### src/rtl/jk_ff_monitor.sv
// jk_ff_monitor: passive checker for a JK flip-flop. It predicts the next Q
// from the observed Q and J/K, flags divergences (sticky and pulsed), and
// counts hold/set/reset/toggle events in saturating counters.
module jk_ff_monitor #(
  parameter int unsigned CNT_W = 8
) (
  input  logic             clk,
  input  logic             rst,
  input  logic             en,
  input  logic             clr,
  input  logic             j,
  input  logic             k,
  input  logic             q,
  output logic             armed,
  output logic             err,
  output logic             err_pulse,
  output logic [CNT_W-1:0] hold_cnt,
  output logic [CNT_W-1:0] set_cnt,
  output logic [CNT_W-1:0] reset_cnt,
  output logic [CNT_W-1:0] tgl_cnt,
  output logic [CNT_W-1:0] mis_cnt
);

  typedef enum logic [1:0] {
    IDLE  = 2'd0,
    ARMED = 2'd1,
    FAIL  = 2'd2
  } state_t;

  state_t state;
  logic   live;      // previous edge was enabled and not a clear
  logic   exp_q;     // predicted Q for the next edge
  logic   exp_next;
  logic   mismatch;

  function automatic logic [CNT_W-1:0] sat_inc(input logic [CNT_W-1:0] v);
    return (v == '1) ? v : v + CNT_W'(1);
  endfunction

  // Prediction from observed Q and the JK truth table; compare gating.
  always_comb begin
    exp_next = q;
    unique case ({j, k})
      2'b00: exp_next = q;
      2'b10: exp_next = 1'b1;
      2'b01: exp_next = 1'b0;
      2'b11: exp_next = ~q;
      default: exp_next = q;
    endcase
    mismatch = en & ~clr & armed & (q != exp_q);
    // FAIL keeps its state across a disabled edge, so armed is qualified by live
    armed    = live & (state != IDLE);
  end

  // State machine and expectation register.
  always_ff @(posedge clk or negedge rst) begin
    if (!rst) begin
      state <= IDLE;
      live  <= 1'b0;
      exp_q <= 1'b0;
    end else if (clr) begin
      state <= IDLE;
      live  <= 1'b0;
      exp_q <= 1'b0;
    end else if (!en) begin
      state <= (state == FAIL) ? FAIL : IDLE;
      live  <= 1'b0;
    end else begin
      live  <= 1'b1;
      exp_q <= exp_next;
      unique case (state)
        IDLE:    state <= ARMED;
        ARMED:   state <= mismatch ? FAIL : ARMED;
        FAIL:    state <= FAIL;
        default: state <= IDLE;
      endcase
    end
  end

  // Error flags and mismatch counter.
  always_ff @(posedge clk or negedge rst) begin
    if (!rst) begin
      err       <= 1'b0;
      err_pulse <= 1'b0;
      mis_cnt   <= '0;
    end else if (clr) begin
      err       <= 1'b0;
      err_pulse <= 1'b0;
      mis_cnt   <= '0;
    end else begin
      err_pulse <= mismatch;
      if (mismatch) begin
        err     <= 1'b1;
        mis_cnt <= sat_inc(mis_cnt);
      end
    end
  end

  // Event classification counters on every enabled edge.
  always_ff @(posedge clk or negedge rst) begin
    if (!rst) begin
      hold_cnt  <= '0;
      set_cnt   <= '0;
      reset_cnt <= '0;
      tgl_cnt   <= '0;
    end else if (clr) begin
      hold_cnt  <= '0;
      set_cnt   <= '0;
      reset_cnt <= '0;
      tgl_cnt   <= '0;
    end else if (en) begin
      unique case ({j, k})
        2'b00:   hold_cnt  <= sat_inc(hold_cnt);
        2'b10:   set_cnt   <= sat_inc(set_cnt);
        2'b01:   reset_cnt <= sat_inc(reset_cnt);
        2'b11:   tgl_cnt   <= sat_inc(tgl_cnt);
        default: hold_cnt  <= hold_cnt;
      endcase
    end
  end

endmodule

### config.mk
export PLATFORM = sky130hd
export DESIGN_NAME = jk_ff_monitor
export DESIGN_NICKNAME = d
export VERILOG_FILES = /design/src/rtl/jk_ff_monitor.sv
export SDC_FILE = /design/constraint.sdc
export NUM_CORES = 1
export LEC_CHECK = 0
export CORE_MARGIN = 2
export CORE_UTILIZATION = 45
export CTS_CLUSTER_SIZE = 20
export DETAILED_ROUTE_END_ITERATION = 16
export PLACE_DENSITY_LB_ADDON = 0.2
export SLEW_MARGIN = 40
export SYNTH_ARGS = -nofsm -noshare
export SYNTH_HDL_FRONTEND = slang
export SYNTH_SLANG_ARGS = --single-unit
### constraint.sdc
create_clock -name clk -period 3.8 [get_ports clk]
set_clock_uncertainty 0.2 [all_clocks]
set_input_delay 0.76 -clock clk [delete_from_list [all_inputs] [get_ports clk]]
set_output_delay 0.76 -clock clk [all_outputs]
set_load 0.01 [all_outputs]
==> run_results.csv <==
group,metric,value,unit
status,outcome,"finished, final reports clean",
power,ir_worst_vdd,0.2560,mV
power,p_clk_frac,0.399,
global_route,grt_pass1_vias,1835,
synth,yosysWarnings,0,
placement,gp_congestion,0.8071,
routing,wl_per_cell,14.11,um
routing,wl,4967,um
routing,dr.pass1.iters,4,
min_path,hp-class,"in -> async",
synth,synthesis.nets,244,
clock_tree,cts_tree,"yes",
final_layout,nFillCells,466,
clock_tree,insertion_delay,290,ps
worst_setup_path,critPathRequiredTime,3770,ps
sta,relSlewSlack,0.5751,
synth,yosysTopAreaCellShare,0.4850,
power,combPwrFrac,0.061,
sta,fmax,0.4021,GHz
synth,synth_area_leader_cell,"dfrtp_1",
synth,synth_seq_cells,46,
clock_tree,post_cts_resized,0,
power,p_sw_frac,0.2130,
synth,synthMuxAreaShare,0.04850,
worst_setup_path,cp_max_fo,13,
worst_setup_path,worstPathArrival,2460,ps
power,cellPowerDensity,303.7,nW/um2
power,power.switching,0.0001968,W
worst_setup_path,crit_type,"in -> reg",
sta,layout_min_cycle_time,2487,ps
sta,rsz0062_at_grt,"false",
power,seqPwrFrac,0.540,
synth,synth_area,2374,um2
final_layout,n_antenna_cell,0,
synth,synth-adder-area-share,0.02636,
final_layout,fin_util,0.5955,
flow_run,drv_cap,0,
global_route,grt_max_degree,47,
die,core,5107,um2
synth,synth_compound_area_frac,0.1060,
clock_tree,clockBufferDepth,2,
routing,drtIter0Drc,119,
die,start_util,0.4647,
power,power.leakage,1.325,nW
clock_tree,numCtsBuffers,5,
die,io_pins,50,
global_route,groute.usage.overall,0.1818,
global_route,grt_overflow_total,0,
synth,syn_area_per_cell,10.23,um2
placement,dp_hpwl,3377,um
clock_tree,cts_setup_buffers,0,
synth,synth_ff_type,"dfrtp_1",
final_layout,nNetsFinal,294,
final_layout,area_growth,28.15,%
routing,routed-via-count,1943,
worst_setup_path,r2r_setup_slack,1830,ps
die,die_width,76.63,um
sta,final-hold-violation-count,0,
synth,synth_cell_type_count,45,
worst_setup_path,worst_setup_path_end_kind,"flip-flop",
worst_setup_path,r2r-end,"mis_cnt[5]$_DFFE_PN0P_",
synth,synth_top_cells_by_area,"dfrtp_1 48%, xor2_1 5.5%, nor2_1 5.2%",
clock_tree,htreeDepth,2,
synth,synth_top_family_by_area,"simple AND/OR/NAND/NOR gates",
power,power.internal,0.0007270,W
final_layout,drive_gt1_frac,0.05674,
sta,min_period_over_period,0.6544,
placement,io_buffers,49,
worst_setup_path,reg2reg_from,"mis_cnt[3]$_DFFE_PN0P_",
sta,timing.hold.ws,254.8,ps
sta,tns,0,ps
clock_tree,cts_hold_buf,0,
worst_setup_path,crit_chain,"clkdlybuf4s50_1 -> and2b_2 -> nand3_2 -> nor4_1 -> mux2_1",
synth,synthCells,232,
clock_tree,cts.clk_slew.worst_paths,80,ps
die,rows,26,
synth,yosysSeqAreaShare,0.4850,
global_route,grt_pass1_wl,8576,um
routing,drc_errors,0,
synth,synth_commonest_cells,"46 x dfrtp_1, 33 x nor2_1, 15 x xor2_1, 12 x nand2_1, 11 x nand4_1",
die,die_area,5871,um2
placement,place_inst,345,
clock_tree,cts-root-buf,"clkbuf_8",
worst_setup_path,cp-start-kind,"primary input",
routing,vias_per_cell,5.520,
worst_setup_path,reg2reg_depth,4,
worst_setup_path,critPathSlowestCell,"clkdlybuf4s50_1",
worst_setup_path,critical_path.max_stage_delay,560,ps
die,die_height,76.63,um
synth,synthSimpleGateAreaFrac,0.2478,
routing,ant_nets,0,
synth,synthArstFlopShare,1.000,
synth,synth-xor-area-share,0.07011,
sta,final_max_slew_viol_count,0,
global_route,antenna_found_initial,0,
synth,synth_edf_count,0,
clock_tree,cts.sinks,46,
sta,worst_slew_pin_slew,634.9,ps
synth,synth.most_common_cell,"dfrtp_1",
final_layout,final_cell_count_no_fill,352,
sta,finalSetupViolations,0,
-- sequential cells by signal, summed over array words and instances, names as in the netlist --
| register | cells |
|---|---|
| state | 2 |
| reset_cnt | 8 |
| err_pulse | 1 |
| live | 1 |
| mis_cnt | 8 |
| err | 1 |
| exp_q | 1 |
| tgl_cnt | 8 |
| set_cnt | 8 |
| hold_cnt | 8 |
-- stage by stage --
stage	cell area, um2	worst slack, ps	power [W]
finish	3042	1313	0.0009238
global route	3042	1234	0.0009632
CTS	3042	1328	0.0009348
detailed placement	2929	1025	0.0005665
global placement	2927	1046	0.0005648
floorplan	2374	1806	0.0005338
-- critical path, delay by kind of cell --
kind	cells	cell delay [ps]
and+or+nand+nor	3	780
muxes	1	360
buffers and inverters	1	560
-- area by class of cell --
cell class | instances | area, um2 | share of cell area
flip-flops and latches | 46 | 1151 | 0.3784
multi-input cells | 176 | 1184 | 0.3891
clock buffers | 6 | 82.58 | 0.02715
well taps | 70 | 87.58 | 0.02879
clock inverters | 1 | 30.03 | 0.009872
inverters | 3 | 11.26 | 0.003702
repair buffers | 50 | 495.5 | 0.1629
-- cells by family (layout without fill, tap and decap cells) --
logic type                 count (synthesis)  in the layout
AOI/OAI and AO/OA                         37             37
xor gates and xnor gates                  19             19
adders and majority gates                  5              5
buffers and inverters                     10             60
DFF                                       46             46
muxes                                     11             11
and+or+nand+nor                          104            104
-- cells in the final DEF (no fill, tap or decap), drive strengths merged, types with 2 or more instances in the layout --
cell type      count
clkdlybuf4s50     48
dfrtp             46
nor2              33
xor2              15
nand2             12
nand4             11
nand3             10
o21ai              8
mux2i              7
o211ai             7
and3               6
a21oi              6
clkbuf             6
nor2b              5
ha                 5
and4               4
xnor2              4
mux2               4
and3b              3
o311ai             3
o41ai              3
and2               3
o31ai              3
nand3b             3
and4bb             3
inv                3
or3                2
o2111ai            2
or2                2
buf                2
-- worst max-delay path by stage --
stage / from / endpoint / slack [ps] / cells after the start
5_1_grt: en / mis_cnt[5]$_DFFE_PN0P_ / 1230 / 5
4_1_cts: en / mis_cnt[5]$_DFFE_PN0P_ / 1330 / 5
3_5_place_dp: q / mis_cnt[5]$_DFFE_PN0P_ / 1030 / 5
3_3_place_gp: q / mis_cnt[5]$_DFFE_PN0P_ / 1050 / 5
2_1_floorplan: j / hold_cnt[7]$_DFFE_PN0P_ / 1810 / 4
6_report: en / mis_cnt[5]$_DFFE_PN0P_ / 1310 / 5
-- power groups by stage --
stage	Combinational (W)	Sequential, W	Clock, W
3_5_place_dp	0.0000577	0.000509	0
6_report	0.0000561	0.000499	0.000369
5_1_grt	0.0000632	0.000500	0.000400
2_1_floorplan	0.0000239	0.000510	0
4_1_cts	0.0000579	0.000499	0.000378
3_3_place_gp	0.0000561	0.000509	0
-- metal layers --
metal | up-vias | track usage | wire, um
met4 | 0 | 0.06182 | 65
met1 | 940 | 0.2448 | 2333
met3 | 6 | 0.04028 | 169
li1 | 943 | - | -
met2 | 54 | 0.2912 | 2398
met5 | - | 0 | 0
Note: power is estimated with default switching activity, not from simulation.
